[src/rtl/seg7_pkg.sv]
// Shared constants and the hex font for the four-digit 7-segment scan driver.
// Segment vectors are {g,f,e,d,c,b,a}, active-low.
package seg7_pkg;

  localparam logic [6:0] SEG_BLANK = 7'h7F;
  localparam logic [3:0] ANODE_OFF = 4'hF;

  function automatic logic [6:0] hex_to_seg(input logic [3:0] nibble);
    logic [6:0] seg;
    case (nibble)
      4'h0:    seg = 7'b1000000;
      4'h1:    seg = 7'b1111001;
      4'h2:    seg = 7'b0100100;
      4'h3:    seg = 7'b0110000;
      4'h4:    seg = 7'b0011001;
      4'h5:    seg = 7'b0010010;
      4'h6:    seg = 7'b0000010;
      4'h7:    seg = 7'b1111000;
      4'h8:    seg = 7'b0000000;
      4'h9:    seg = 7'b0010000;
      4'hA:    seg = 7'b0001000;
      4'hB:    seg = 7'b0000011;
      4'hC:    seg = 7'b1000110;
      4'hD:    seg = 7'b0100001;
      4'hE:    seg = 7'b0000110;
      default: seg = 7'b0001110;
    endcase
    return seg;
  endfunction

endpackage

[src/rtl/seg7_font.sv]
// Combinational nibble to active-low segment decoder.
module seg7_font
  import seg7_pkg::*;
(
  input  logic [3:0] nibble,
  output logic [6:0] seg
);

  always_comb seg = hex_to_seg(nibble);

endmodule

[src/rtl/seg7_scan_driver.sv]
// Four-digit common-anode scan driver: tear-free frame-boundary commit,
// leading-zero blanking and 16-level per-slot brightness PWM.
module seg7_scan_driver
  import seg7_pkg::*;
#(
  parameter logic [15:0] REFRESH_DIV  = 16'd25000,
  parameter logic [3:0]  RESET_ON_LVL = 4'd15
) (
  input  logic        clk,
  input  logic        reset,
  input  logic [15:0] data,
  input  logic        load,
  input  logic [3:0]  dp,
  input  logic        blank_lz,
  input  logic [3:0]  brightness,
  output logic [3:0]  anode,
  output logic [7:0]  catode,
  output logic        frame_tick,
  output logic        pending
);

  localparam logic [16:0] SLOT_Q = {1'b0, REFRESH_DIV} >> 4;

  logic [15:0] slot_cnt;
  logic [1:0]  digit_idx;
  logic [15:0] shadow_data, active_data;
  logic [3:0]  shadow_dp, active_dp;
  logic [3:0]  bright_q;

  logic        slot_tc, frame_bnd;
  logic [3:0]  cur_nib;
  logic [6:0]  cur_seg;
  logic        cur_blank;
  logic [16:0] lit_lim;
  logic        lit;

  assign slot_tc   = (slot_cnt == REFRESH_DIV - 16'd1);
  assign frame_bnd = slot_tc && (digit_idx == 2'd3);

  always_ff @(posedge clk or negedge reset) begin
    if (!reset) begin
      slot_cnt  <= '0;
      digit_idx <= '0;
    end else if (slot_tc) begin
      slot_cnt  <= '0;
      digit_idx <= digit_idx + 2'd1;
    end else begin
      slot_cnt  <= slot_cnt + 16'd1;
    end
  end

  // A load landing on the boundary goes straight to active and never shows as pending.
  always_ff @(posedge clk or negedge reset) begin
    if (!reset) begin
      shadow_data <= '0;
      shadow_dp   <= '0;
      active_data <= '0;
      active_dp   <= '0;
      pending     <= 1'b0;
      bright_q    <= RESET_ON_LVL;
    end else begin
      if (load) begin
        shadow_data <= data;
        shadow_dp   <= dp;
      end
      if (frame_bnd) begin
        bright_q <= brightness;
        pending  <= 1'b0;
        if (load) begin
          active_data <= data;
          active_dp   <= dp;
        end else if (pending) begin
          active_data <= shadow_data;
          active_dp   <= shadow_dp;
        end
      end else if (load) begin
        pending <= 1'b1;
      end
    end
  end

  assign cur_nib = active_data[{digit_idx, 2'b00} +: 4];

  seg7_font u_font (
    .nibble (cur_nib),
    .seg    (cur_seg)
  );

  always_comb begin
    cur_blank = 1'b0;
    case (digit_idx)
      2'd1:    cur_blank = (active_data[15:4]  == 12'd0);
      2'd2:    cur_blank = (active_data[15:8]  == 8'd0);
      2'd3:    cur_blank = (active_data[15:12] == 4'd0);
      default: cur_blank = 1'b0;
    endcase
    cur_blank = cur_blank && blank_lz;
  end

  assign lit_lim = ({13'd0, bright_q} + 17'd1) * SLOT_Q;
  assign lit     = ({1'b0, slot_cnt} < lit_lim);

  always_ff @(posedge clk or negedge reset) begin
    if (!reset) begin
      anode      <= ANODE_OFF;
      catode     <= 8'hFF;
      frame_tick <= 1'b0;
    end else begin
      frame_tick <= frame_bnd;
      if (lit) begin
        anode  <= ~(4'b0001 << digit_idx);
        catode <= {~active_dp[digit_idx], cur_blank ? SEG_BLANK : cur_seg};
      end else begin
        anode  <= ANODE_OFF;
        catode <= 8'hFF;
      end
    end
  end

endmodule

[config.mk]
export PLATFORM = sky130hd
export DESIGN_NAME = seg7_scan_driver
export DESIGN_NICKNAME = d
export VERILOG_FILES = /design/src/rtl/seg7_pkg.sv /design/src/rtl/seg7_font.sv /design/src/rtl/seg7_scan_driver.sv
export SDC_FILE = /design/constraint.sdc
export NUM_CORES = 1
export LEC_CHECK = 0
export BUFFER_PORTS_ARGS = -buffer_cell sky130_fd_sc_hd__buf_2
export CAP_MARGIN = 20
export CORE_UTILIZATION = 40
export CTS_BUF_LIST = sky130_fd_sc_hd__clkbuf_2
export CTS_CLUSTER_SIZE = 16
export DETAILED_ROUTE_END_ITERATION = 16
export PLACE_DENSITY = 0.58
export SETUP_SLACK_MARGIN = 0.1
export SLEW_MARGIN = 20
export SYNTH_ARGS = -nofsm -noshare
export SYNTH_HDL_FRONTEND = slang
export SYNTH_SLANG_ARGS = --single-unit
[constraint.sdc]
create_clock -name clk -period 9.9 [get_ports clk]
set_input_delay 1.485 -clock clk [delete_from_list [all_inputs] [get_ports clk]]
set_output_delay 1.485 -clock clk [all_outputs]
set_load 0.005 [all_outputs]
==> flow_summary_export.csv, run 1 <==
group,metric,value,unit
place,placement.io_buffers,41,
worst_setup_path,worst_setup_path_end_kind,"register",
drt,drc,0,
cells_and_area,n_antenna_cell,0,
drt,drt_initial_violations,114,
worst_setup_path,timing.critical_path.fanout_max,7,
drt,dr.pass1.iters,4,
clock_tree,cts-buffers-inserted,9,
clock_tree,htreeDepth,3,
flow_run,timing.max_cap.violations,0,
cells_and_area,mostFrequentLayoutCell,"sky130_fd_sc_hd__dfrtp_1",
synth,yosys.cell_types.count,49,
floorplanning,fp-row-count,38,
synth,synth-seq-cells,76,
worst_setup_path,r2r-start,"bright_q[0]",
hold_path,worstHoldPathCells,1,
worst_setup_path,most_used_cell_along_the_critical_path,"sky130_fd_sc_hd__ha_1",
cells_and_area,final_cell_mix,"sky130_fd_sc_hd__dfrtp_1, sky130_fd_sc_hd__ha_1, sky130_fd_sc_hd__mux2_2",
worst_setup_path,worst_ep_required_time,10330,ps
cells_and_area,final_layout_size_suffix_gt1_frac,0.295,
clock_tree,max-clock-path-buffers,2,
timing,fin_setup_tns,0,ps
drt,drt.antenna.violating_nets,0,
synth,synth-edff-count,0,
timing,layout_min_cycle_time,5360,ps
hold_path,hold_class,"reg -> reg",
global_routing,pin_count_of_the_biggest_net_entering_global_routing,77,
synth,ys_top_cells_by_area,"sky130_fd_sc_hd__dfrtp_1, sky130_fd_sc_hd__ha_1, sky130_fd_sc_hd__mux2_2",
worst_setup_path,max_stage_delay_on_crit_path,630,ps
clock_tree,cts_post_setup_buffers_inserted,0,
cells_and_area,seq_area,0.00192,mm2
worst_setup_path,cell_count_of_the_worst_reg_to_reg_path,17,
cells_and_area,areaGrowthSynthToFinish,9.71,%
global_routing,grt_antenna_before_repair,0,
global_routing,vias_in_the_first_global_route,3000,
cells_and_area,final.fill_count,1036,
synth,postSynthNetCount,461,
cells_and_area,combined_area_of_the_multi_input_logic_cells,0.00243,mm2
timing,headroom_to_the_max_slew_limit,0.318,
synth,synth_top_cell_area_share,0.336,
clock_tree,cts_resized,0,
clock_tree,tritoncts,"done",
synth,post-synth-top-area-cell,"sky130_fd_sc_hd__dfrtp_1",
floorplanning,die-area,0.0116,mm2
worst_setup_path,timing.critical_path.arrival,5790,ps
floorplanning,core_area,0.0109,mm2
timing,final_setup_violations,0,
global_routing,globalRouteTotalUtil,0.165,
run_status,status,"complete, no violations",
place,hpwlAfterDp,6.43,mm
global_routing,gr-total-overflow,0,
timing,timing.fmax,186,MHz
cells_and_area,nets_final,504,
timing,worst_slew_pin_slew,1020,ps
synth,synth_instances,379,
timing,timing.final.max_slew_violations,0,
synth,yosysSeqAreaShare,0.430,
timing,post-route-worst-setup-slack,4540,ps
power_and_ir_drop,p_leak,0.00234,uW
clock_tree,clock_tree.root_cell,"sky130_fd_sc_hd__clkbuf_2",
floorplanning,dieHeight,108,um
floorplanning,ioPinCount,42,
drt,route.detailed.wl_per_inst,15.2,um
clock_tree,path_clk_slew,220,ps
floorplanning,floorplan.initialDensity,0.411,
drt,routed_via_density,5.28,
timing,finalClockSkew,29.3,ps
synth,yosys_warnings,0,
worst_setup_path,worst_path_max_delay_cell,"sky130_fd_sc_hd__dfstp_2",
hold_path,min_from,"slot_cnt[0]",
drt,detailroute.via_count,2995,
power_and_ir_drop,pwr_per_cell_area,105,mW/mm2
place,globalplace.congestion,0.848,
worst_setup_path,crit_path_start,"bright_q[0]",
synth,synthesis.area_per_instance,11.8,um2
clock_tree,clock-sinks,76,
synth,async_flop_share,1.00,
global_routing,first_pass_grt_wire_length,14.8,mm
worst_setup_path,critical_path_class,"reg -> reg",
place,dpl_worst_slack,4580,ps
timing,finalHoldViolCount,0,
synth,synth_top_flop_cell,"sky130_fd_sc_hd__dfrtp_1",
timing,final_min_period_over_clock_period,0.542,
power_and_ir_drop,peakVddDrop,90.7,uV
worst_setup_path,setup.worst_path.start_class,"register",
timing,rsz0062_at_grt,"false",
clock_tree,clock_latency_on_the_worst_skew_pair,500,ps
floorplanning,chipWidth,108,um
drt,wl,8.60,mm
synth,syn_area,0.00447,mm2
worst_setup_path,worstPathCellList,"ha_1, xor2_1, ha_1, ha_1, ha_1, ha_1, a211oi_1, o211ai_1, and4_1, o21ai_0, xor2_1, ha_1, a21oi_1, nor2_1, a211oi_1, o41a_1, o2111ai_1",
clock_tree,postCtsHoldBufs,0,
==> flip-flops by register name, summed over array words and instances, names as in the netlist <==
register     cells
active_data     16
active_dp        4
anode            4
bright_q         4
catode           8
digit_idx        2
frame_tick       1
pending          1
shadow_data     16
shadow_dp        4
slot_cnt        16
==> synth_stat cells (5+ instances only) <==
cell                        instances
sky130_fd_sc_hd__nand2_1           17
sky130_fd_sc_hd__dfstp_2           16
sky130_fd_sc_hd__and3_1             5
sky130_fd_sc_hd__nor2_1            26
sky130_fd_sc_hd__mux2_2            44
sky130_fd_sc_hd__o21ai_0           10
sky130_fd_sc_hd__nand3_1           20
sky130_fd_sc_hd__o2111ai_1          5
sky130_fd_sc_hd__inv_1             14
sky130_fd_sc_hd__xnor2_1           16
sky130_fd_sc_hd__ha_1              53
sky130_fd_sc_hd__dfrtp_1           60
sky130_fd_sc_hd__a21oi_1           11
sky130_fd_sc_hd__xor2_1            13
sky130_fd_sc_hd__nand4_1            5
==> power breakdown <==
group          switching [uW]  leakage, uW  internal, uW  total, uW
combinational            12.9      0.00133          11.3       24.2
sequential               1.86     0.000939           319        321
clock                     110    0.0000716          59.8        170
==> metrics by stage <==
stage	hold slack, ps	area (um2)	total power (uW)	instances	utilization
2_1_floorplan	425	4470	337	379	-
3_3_place_gp	436	4790	351	551	0.440
3_5_place_dp	447	4790	352	551	0.440
4_1_cts	470	4910	524	567	0.451
5_1_grt	513	4910	539	567	0.451
6_report	467	4910	515	567	0.451
==> metal layers <==
metal,global-route usage,part of all wire,vias up,wire length (um)
met5,0,0,-,0
met4,0.0616,0.012,0,106
met3,0.0345,0.031,8,267
met2,0.249,0.45,56,3850
met1,0.232,0.51,1479,4380
li1,-,-,1452,-
==> worst paths after layout <==
kind / endpoint / slack [ps]
max in group asynchronous: active_data[12] / 8190
setup / recovery: catode[2] / 4540
setup reg to reg: catode[2] / 4540
hold reg to reg: slot_cnt[0] / 470
min in group asynchronous: shadow_data[5] / 1080
hold / removal: slot_cnt[0] / 470
==> worst max-delay path, delay by kind of cell, from the launching register on <==
family	cells	cell delay [ps]
compound gates	7	2180
fa+ha+maj	6	1650
xor+xnor	2	540
flops	1	630
simple gates	2	300
==> final cells by class <==
| type | instances | area share |
|---|---|---|
| multi-input combinational | 279 | 0.495 |
| sequential | 76 | 0.392 |
| timing repair buffer | 42 | 0.0439 |
| tap | 140 | 0.0357 |
| clock inverter | 6 | 0.0130 |
| inverter | 14 | 0.0107 |
| clock buffer | 10 | 0.0102 |
==> logic make-up after synthesis <==
group,after synthesis,synth area share
XOR/XNOR,29,0.0568
multiplexers,53,0.150
buffers and inverters,24,0.0274
AO/OA/AOI/OAI,46,0.0685
AND/OR/NAND/NOR,96,0.113
flip-flops,76,0.430
adder cells (fa/ha/maj),55,0.155
Note: power is estimated with default switching activity, not from simulation.
==> run 2: changes to the inputs <==
Settings changed: PLACE_DENSITY 0.58 to 0.6.
Clock period 9.9 ns to 4.9 ns, I/O delays scaled along.
==> flow_summary_export.csv, run 2 (synthesized netlist as in run 1, its figures left out) <==
group,metric,value,unit
clock_tree,htreeDepth,3,
timing,final_min_period_over_clock_period,0.930,
global_routing,first_pass_grt_wire_length,14.9,mm
worst_setup_path,most_used_cell_along_the_critical_path,"sky130_fd_sc_hd__ha_1",
timing,finalClockSkew,33.0,ps
cells_and_area,final_layout_size_suffix_gt1_frac,0.333,
drt,drt_initial_violations,124,
worst_setup_path,timing.critical_path.fanout_max,7,
power_and_ir_drop,share_seq_of_total_power,0.593,
worst_setup_path,setup.worst_path.start_class,"register",
hold_path,hold_class,"in -> async",
global_routing,globalRouteTotalUtil,0.165,
cells_and_area,nets_final,510,
cells_and_area,mostFrequentLayoutCell,"sky130_fd_sc_hd__dfrtp_1",
floorplanning,floorplan.initialDensity,0.411,
global_routing,grt_antenna_before_repair,0,
worst_setup_path,timing.critical_path.arrival,5000,ps
power_and_ir_drop,pwr_per_cell_area,218,mW/mm2
timing,layout_min_cycle_time,4550,ps
cells_and_area,areaGrowthSynthToFinish,12.5,%
clock_tree,clock_latency_on_the_worst_skew_pair,510,ps
power_and_ir_drop,cellInternalPower,841,uW
floorplanning,dieHeight,108,um
place,globalplace.congestion,0.859,
drt,dr.pass1.iters,4,
drt,drc,0,
timing,worst_slew_pin_slew,957,ps
timing,post-route-worst-setup-slack,345,ps
worst_setup_path,cell_count_of_the_worst_reg_to_reg_path,20,
run_status,status,"complete, no violations",
worst_setup_path,max_stage_delay_on_crit_path,630,ps
clock_tree,clock_tree.root_cell,"sky130_fd_sc_hd__clkbuf_2",
clock_tree,tritoncts,"done",
drt,drt.antenna.violating_nets,0,
worst_setup_path,worst_path_max_delay_cell,"sky130_fd_sc_hd__dfstp_2",
cells_and_area,n_antenna_cell,0,
timing,finalHoldViolCount,0,
place,dpl_worst_slack,-15.5,ps
timing,headroom_to_the_max_slew_limit,0.360,
floorplanning,die-area,0.0116,mm2
worst_setup_path,timing.rr.end,"catode[2]",
power_and_ir_drop,pwr-share-clk,0.363,
flow_run,timing.max_cap.violations,0,
cells_and_area,biggestRegsByFlops,"active_data: 16 flops, shadow_data: 16 flops, slot_cnt: 16 flops",
cells_and_area,final_cell_mix,"sky130_fd_sc_hd__dfrtp_1, sky130_fd_sc_hd__ha_1, sky130_fd_sc_hd__mux2_2",
worst_setup_path,critical_path_class,"reg -> reg",
global_routing,gr-total-overflow,0,
worst_setup_path,worst_ep_required_time,5350,ps
timing,timing.fmax,220,MHz
worst_setup_path,r2r-start,"bright_q[0]",
drt,wl,8.71,mm
clock_tree,clock-sinks,76,
drt,route.detailed.wl_per_inst,15.2,um
place,placement.io_buffers,41,
floorplanning,ioPinCount,42,
power_and_ir_drop,p_leak,0.00238,uW
global_routing,vias_in_the_first_global_route,3124,
drt,routed_via_density,5.26,
power_and_ir_drop,comb_power_share,0.044,
clock_tree,max-clock-path-buffers,2,
power_and_ir_drop,peakVddDrop,265,uV
timing,rsz0062_at_grt,"false",
floorplanning,chipWidth,108,um
cells_and_area,final_core_occ,0.462,
worst_setup_path,worst_setup_path_end_kind,"register",
timing,timing.final.max_slew_violations,0,
floorplanning,fp-row-count,38,
place,hpwlAfterDp,6.37,mm
global_routing,pin_count_of_the_biggest_net_entering_global_routing,77,
timing,final_setup_violations,0,
floorplanning,core_area,0.0109,mm2
clock_tree,cts-buffers-inserted,9,
clock_tree,path_clk_slew,230,ps
worst_setup_path,rrSetupSlack,350,ps
worst_setup_path,worstPathCellList,"inv_1, ha_1, inv_1, ha_1, ha_1, ha_1, inv_1, fa_1, nor2b_2, a2bb2oi_2, nor3_1, a211oi_1, xnor2_1, ha_1, nand2_1, nor2_1, a211oi_2, o41a_1, buf_4, o2111ai_1",
power_and_ir_drop,switching_share,0.232,
drt,detailroute.via_count,3015,
power_and_ir_drop,netSwitchingPower,254,uW
-- run 2: routing by layer --
layer  vias to the layer above  track usage  routed length [um]
li1                       1467            -                   -
met1                      1479        0.237                4450
met2                        55        0.244                3820
met3                        14       0.0309                 295
met4                         0       0.0646                 147
met5                         -            0                   0
-- run 2: power groups by stage --
stage / registers, uW / logic [uW] / clock network (uW)
6_report: 649 / 48.6 / 398
5_1_grt: 651 / 55.5 / 439
4_1_cts: 649 / 50.6 / 411
3_5_place_dp: 660 / 50.0 / 0
3_3_place_gp: 659 / 49.5 / 0
2_1_floorplan: 658 / 22.8 / 0
-- run 2: area by class of cell --
type                    count  area (um2)
repair buffers             47         253
clock buffers              10        50.0
well taps                 140         175
flip-flops and latches     76        1920
multi-input cells         280        2490
fillers                  1014        5850
inverters                  14        52.6
clock inverters             6        87.6
-- run 2: timing repair --
item,CTS,global route
buffers inserted,1,1
hold buffers,0,0
setup endpoints to repair,9,12
pin swaps,0,5
cloned,0,1
gates resized for setup,2,13
-- run 2: worst max path at each step --
stage	slack [ps]	start	depth (start not counted)	endpoint
6_report	350	bright_q[0]	20	catode[2]
5_1_grt	100	bright_q[0]	18	catode[2]
4_1_cts	110	bright_q[0]	19	catode[2]
3_5_place_dp	-20	bright_q[0]	17	catode[2]
3_3_place_gp	150	bright_q[0]	17	catode[2]
2_1_floorplan	250	bright_q[0]	17	catode[2]
-- run 2: critical path, delay by kind of cell, from the launching register on --
kind,cells,cell delay [ps]
DFF,1,630
and+or+nand+nor,4,430
adders and majority gates,6,1860
buffers and inverters,4,450
xor gates and xnor gates,1,210
AOI/OAI and AO/OA,5,920
-- run 2: metrics by stage --
| stage | area, um2 | TNS [ps] | hold slack [ps] | std cells | total power (uW) |
|---|---|---|---|---|---|
| 6_report | 5030 | 0 | 318 | 573 | 1090 |
| 2_1_floorplan | 4470 | 0 | 425 | 379 | 681 |
| 3_3_place_gp | 4820 | 0 | 442 | 554 | 708 |
| 4_1_cts | 4970 | 0 | 321 | 571 | 1110 |
| 3_5_place_dp | 4820 | -36.7 | 461 | 554 | 710 |
| 5_1_grt | 5030 | 0 | 329 | 573 | 1150 |
==> run 3: changes to the inputs <==
--- a/config.mk
+++ b/config.mk
@@ -7,2 +7,3 @@
 export LEC_CHECK = 0
+export ABC_AREA = 1
 export BUFFER_PORTS_ARGS = -buffer_cell sky130_fd_sc_hd__buf_2
@@ -13,3 +14,3 @@
 export DETAILED_ROUTE_END_ITERATION = 16
-export PLACE_DENSITY = 0.6
+export PLACE_DENSITY = 0.57
 export SETUP_SLACK_MARGIN = 0.1
==> constraint.sdc (replaced) <==
create_clock -name clk -period 5 [get_ports clk]
set_input_delay 0.75 -clock clk [delete_from_list [all_inputs] [get_ports clk]]
set_output_delay 0.75 -clock clk [all_outputs]
set_load 0.1 [all_outputs]
==> flow_summary_export.csv, run 3 <==
group,metric,value,unit
floorplanning,chipWidth,112,um
clock_tree,postCtsHoldBufs,0,
worst_setup_path,timing.critical_path.fanout_max,12,
cells_and_area,nets_final,745,
floorplanning,dieHeight,112,um
run_status,status,"complete, but fails checks",
drt,wl,10.3,mm
worst_setup_path,critical-path-top-delay-family,"adder cells",
cells_and_area,final_layout_size_suffix_gt1_frac,0.127,
worst_setup_path,timing.critical_path.arrival,4910,ps
floorplanning,ioPinCount,42,
timing,hold_slack,313,ps
timing,layout_min_cycle_time,4460,ps
drt,drt_initial_violations,183,
place,globalplace.congestion,0.915,
worst_setup_path,worstPathCellList,"ha_1, xor2_1, ha_1, ha_1, ha_1, ha_1, nand2_1, o21ai_0, nand2_1, nand2_1, nand2_1, nand3_1, nand2_1, ha_1, a21oi_1, nor2_1, nor2_1, nand2_1, a21oi_1, buf_4, nand3_1",
worst_setup_path,cp_num_buf_inv,1,
worst_setup_path,worst_ep_required_time,5450,ps
clock_tree,cts_resized,0,
timing,post-route-worst-setup-slack,539,ps
synth,compound_cell_area_share_of_the_yosys_netlist,0.0356,
cells_and_area,mostFrequentLayoutCell,"sky130_fd_sc_hd__nand2_1",
clock_tree,path_clk_slew,230,ps
drt,detailroute.via_count,3922,
worst_setup_path,rrSetupSlack,540,ps
timing,timing.final.max_slew_violations,0,
place,placement.io_buffers,41,
synth,synth_xor_xnor_area_share,0.0346,
cells_and_area,final_cell_mix,"sky130_fd_sc_hd__nand2_1, sky130_fd_sc_hd__inv_1, sky130_fd_sc_hd__nand3_1",
power_and_ir_drop,peakVddDrop,179,uV
synth,ys_top_cells_by_area,"sky130_fd_sc_hd__dfrtp_1, sky130_fd_sc_hd__nand2_1, sky130_fd_sc_hd__ha_1",
hold_path,hold_class,"in -> async",
global_routing,grt_antenna_before_repair,0,
worst_setup_path,worst_path_max_delay_cell,"sky130_fd_sc_hd__dfstp_2",
worst_setup_path,critical_path_class,"reg -> reg",
timing,final_setup_violations,0,
global_routing,vias_in_the_first_global_route,3759,
synth,async_flop_share,1.00,
synth,yosys_warnings,0,
place,hpwlAfterDp,8.01,mm
flow_run,timing.max_cap.violations,0,
synth,postSynthNetCount,703,
synth,syn_area,0.00481,mm2
worst_setup_path,critical_path_cell_count,21,
worst_setup_path,setup.worst_path.start_class,"register",
timing,fin_setup_tns,0,ps
cells_and_area,final-instance-count-excl-fill,811,
floorplanning,die-area,0.0125,mm2
worst_setup_path,max_stage_delay_on_crit_path,620,ps
floorplanning,core_area,0.0116,mm2
synth,synth.most_common_cell,"sky130_fd_sc_hd__nand2_1",
clock_tree,htreeDepth,3,
synth,yosysSeqAreaShare,0.399,
clock_tree,clock_latency_on_the_worst_skew_pair,540,ps
worst_setup_path,cell_count_of_the_worst_reg_to_reg_path,21,
drt,drt.antenna.violating_nets,0,
clock_tree,max-clock-path-buffers,2,
synth,synthesis.area_per_instance,7.75,um2
timing,final_min_period_over_clock_period,0.892,
power_and_ir_drop,p_total,1020,uW
power_and_ir_drop,pwr_per_cell_area,195,mW/mm2
synth,synth.mux.area_fraction,0,
clock_tree,cts_post_setup_buffers_inserted,0,
synth,yosys.cell_types.count,35,
synth,combinational_family_with_the_most_area_after_synthesis,"simple AND/OR/NAND/NOR gates",
cells_and_area,final.fill_count,1194,
clock_tree,clock-sinks,76,
timing,timing.fmax,224,MHz
cells_and_area,n_antenna_cell,0,
synth,synth_top_flop_cell,"sky130_fd_sc_hd__dfrtp_1",
global_routing,pin_count_of_the_biggest_net_entering_global_routing,77,
cells_and_area,areaGrowthSynthToFinish,8.87,%
timing,finalHoldViolCount,0,
place,dpl_worst_slack,604,ps
floorplanning,fp-row-count,39,
clock_tree,clock_tree.root_cell,"sky130_fd_sc_hd__clkbuf_2",
timing,finalClockSkew,34.8,ps
drt,drc,5,
clock_tree,cts-buffers-inserted,9,
timing,headroom_to_the_max_slew_limit,0.380,
synth,synth-edff-count,0,
clock_tree,tritoncts,"done",
drt,routed_via_density,4.84,
synth,synth_top_cell_area_share,0.312,
drt,dr.pass1.iters,10,
timing,worst_slew_pin_slew,930,ps
place,dp_cells,795,
synth,synth_fa_ha_area_frac,0.142,
synth,post_synth_most_frequent_cells,"sky130_fd_sc_hd__nand2_1, sky130_fd_sc_hd__inv_1, sky130_fd_sc_hd__nand3_1",
synth,synth_instances,621,
floorplanning,floorplan.initialDensity,0.416,
timing,rsz0062_at_grt,"false",
synth,synth-seq-cells,76,
power_and_ir_drop,p_leak,0.00303,uW
synth,synthSimpleGateAreaFrac,0.315,
run_status,failed_checks,"DRC",
global_routing,globalRouteTotalUtil,0.178,
synth,post-synth-top-area-cell,"sky130_fd_sc_hd__dfrtp_1",
cells_and_area,biggestRegsByFlops,"active_data: 16 flops, shadow_data: 16 flops, slot_cnt: 16 flops",
global_routing,first_pass_grt_wire_length,17.8,mm
drt,route.detailed.wl_per_inst,12.7,um
global_routing,gr-total-overflow,0,
worst_setup_path,worst_setup_path_end_kind,"register",
[run 3: changes by cell type after synthesis, sizes merged, moves of 5 or more]
cell	before	now
nand2	17	231
inv	14	69
nor2	26	42
mux4	5	0
xnor2	16	3
o2111ai	5	0
nand3	20	62
mux2	46	0
[run 3: cells by family (layout without fill, tap and decap cells)]
kind of cell	after synthesis	in the layout
flip-flops	76	76
buffers and inverters	82	129
AO/OA/AOI/OAI	32	32
AND/OR/NAND/NOR	358	358
adder cells (fa/ha/maj)	54	54
XOR/XNOR	19	19
[run 3: metal layers]
layer,part of all wire,global-route usage,up-vias
met1,0.53,0.262,1795
met5,0,0,-
met2,0.42,0.259,60
met3,0.040,0.0446,11
li1,-,-,2056
met4,0.0097,0.0468,0
[run 3: final cells by class]
cell class / count / area [um2] / share of cell area
tap: 143 / 179 / 0.0342
inverter: 69 / 259 / 0.0494
clock buffer: 10 / 50.0 / 0.00955
multi-input combinational: 463 / 2530 / 0.484
sequential: 76 / 1920 / 0.367
clock inverter: 6 / 63.8 / 0.0122
timing repair buffer: 44 / 230 / 0.0439
[run 3: final timing paths]
kind                               startpoint        endpoint
worst max-delay path              bright_q[0]       catode[5]
worst min-delay path                    reset    slot_cnt[15]
worst max register to register    bright_q[0]       catode[5]
worst min register to register    slot_cnt[0]     slot_cnt[0]
max in group asynchronous               reset  shadow_data[2]
min in group clk                brightness[2]     bright_q[2]
[run 3: report_power, final]
group          switching [uW]  internal (uW)  total [uW]
clock network             223            118         341
registers                4.00            630         634
logic                    31.1           14.2        45.3
total                     258            762        1020
[run 3: per-stage QoR]
step           utilization  instance area, um2
6_report             0.453                5240
5_1_grt              0.453                5240
4_1_cts              0.453                5240
3_5_place_dp         0.443                5120
3_3_place_gp         0.443                5120
2_1_floorplan            -                4810
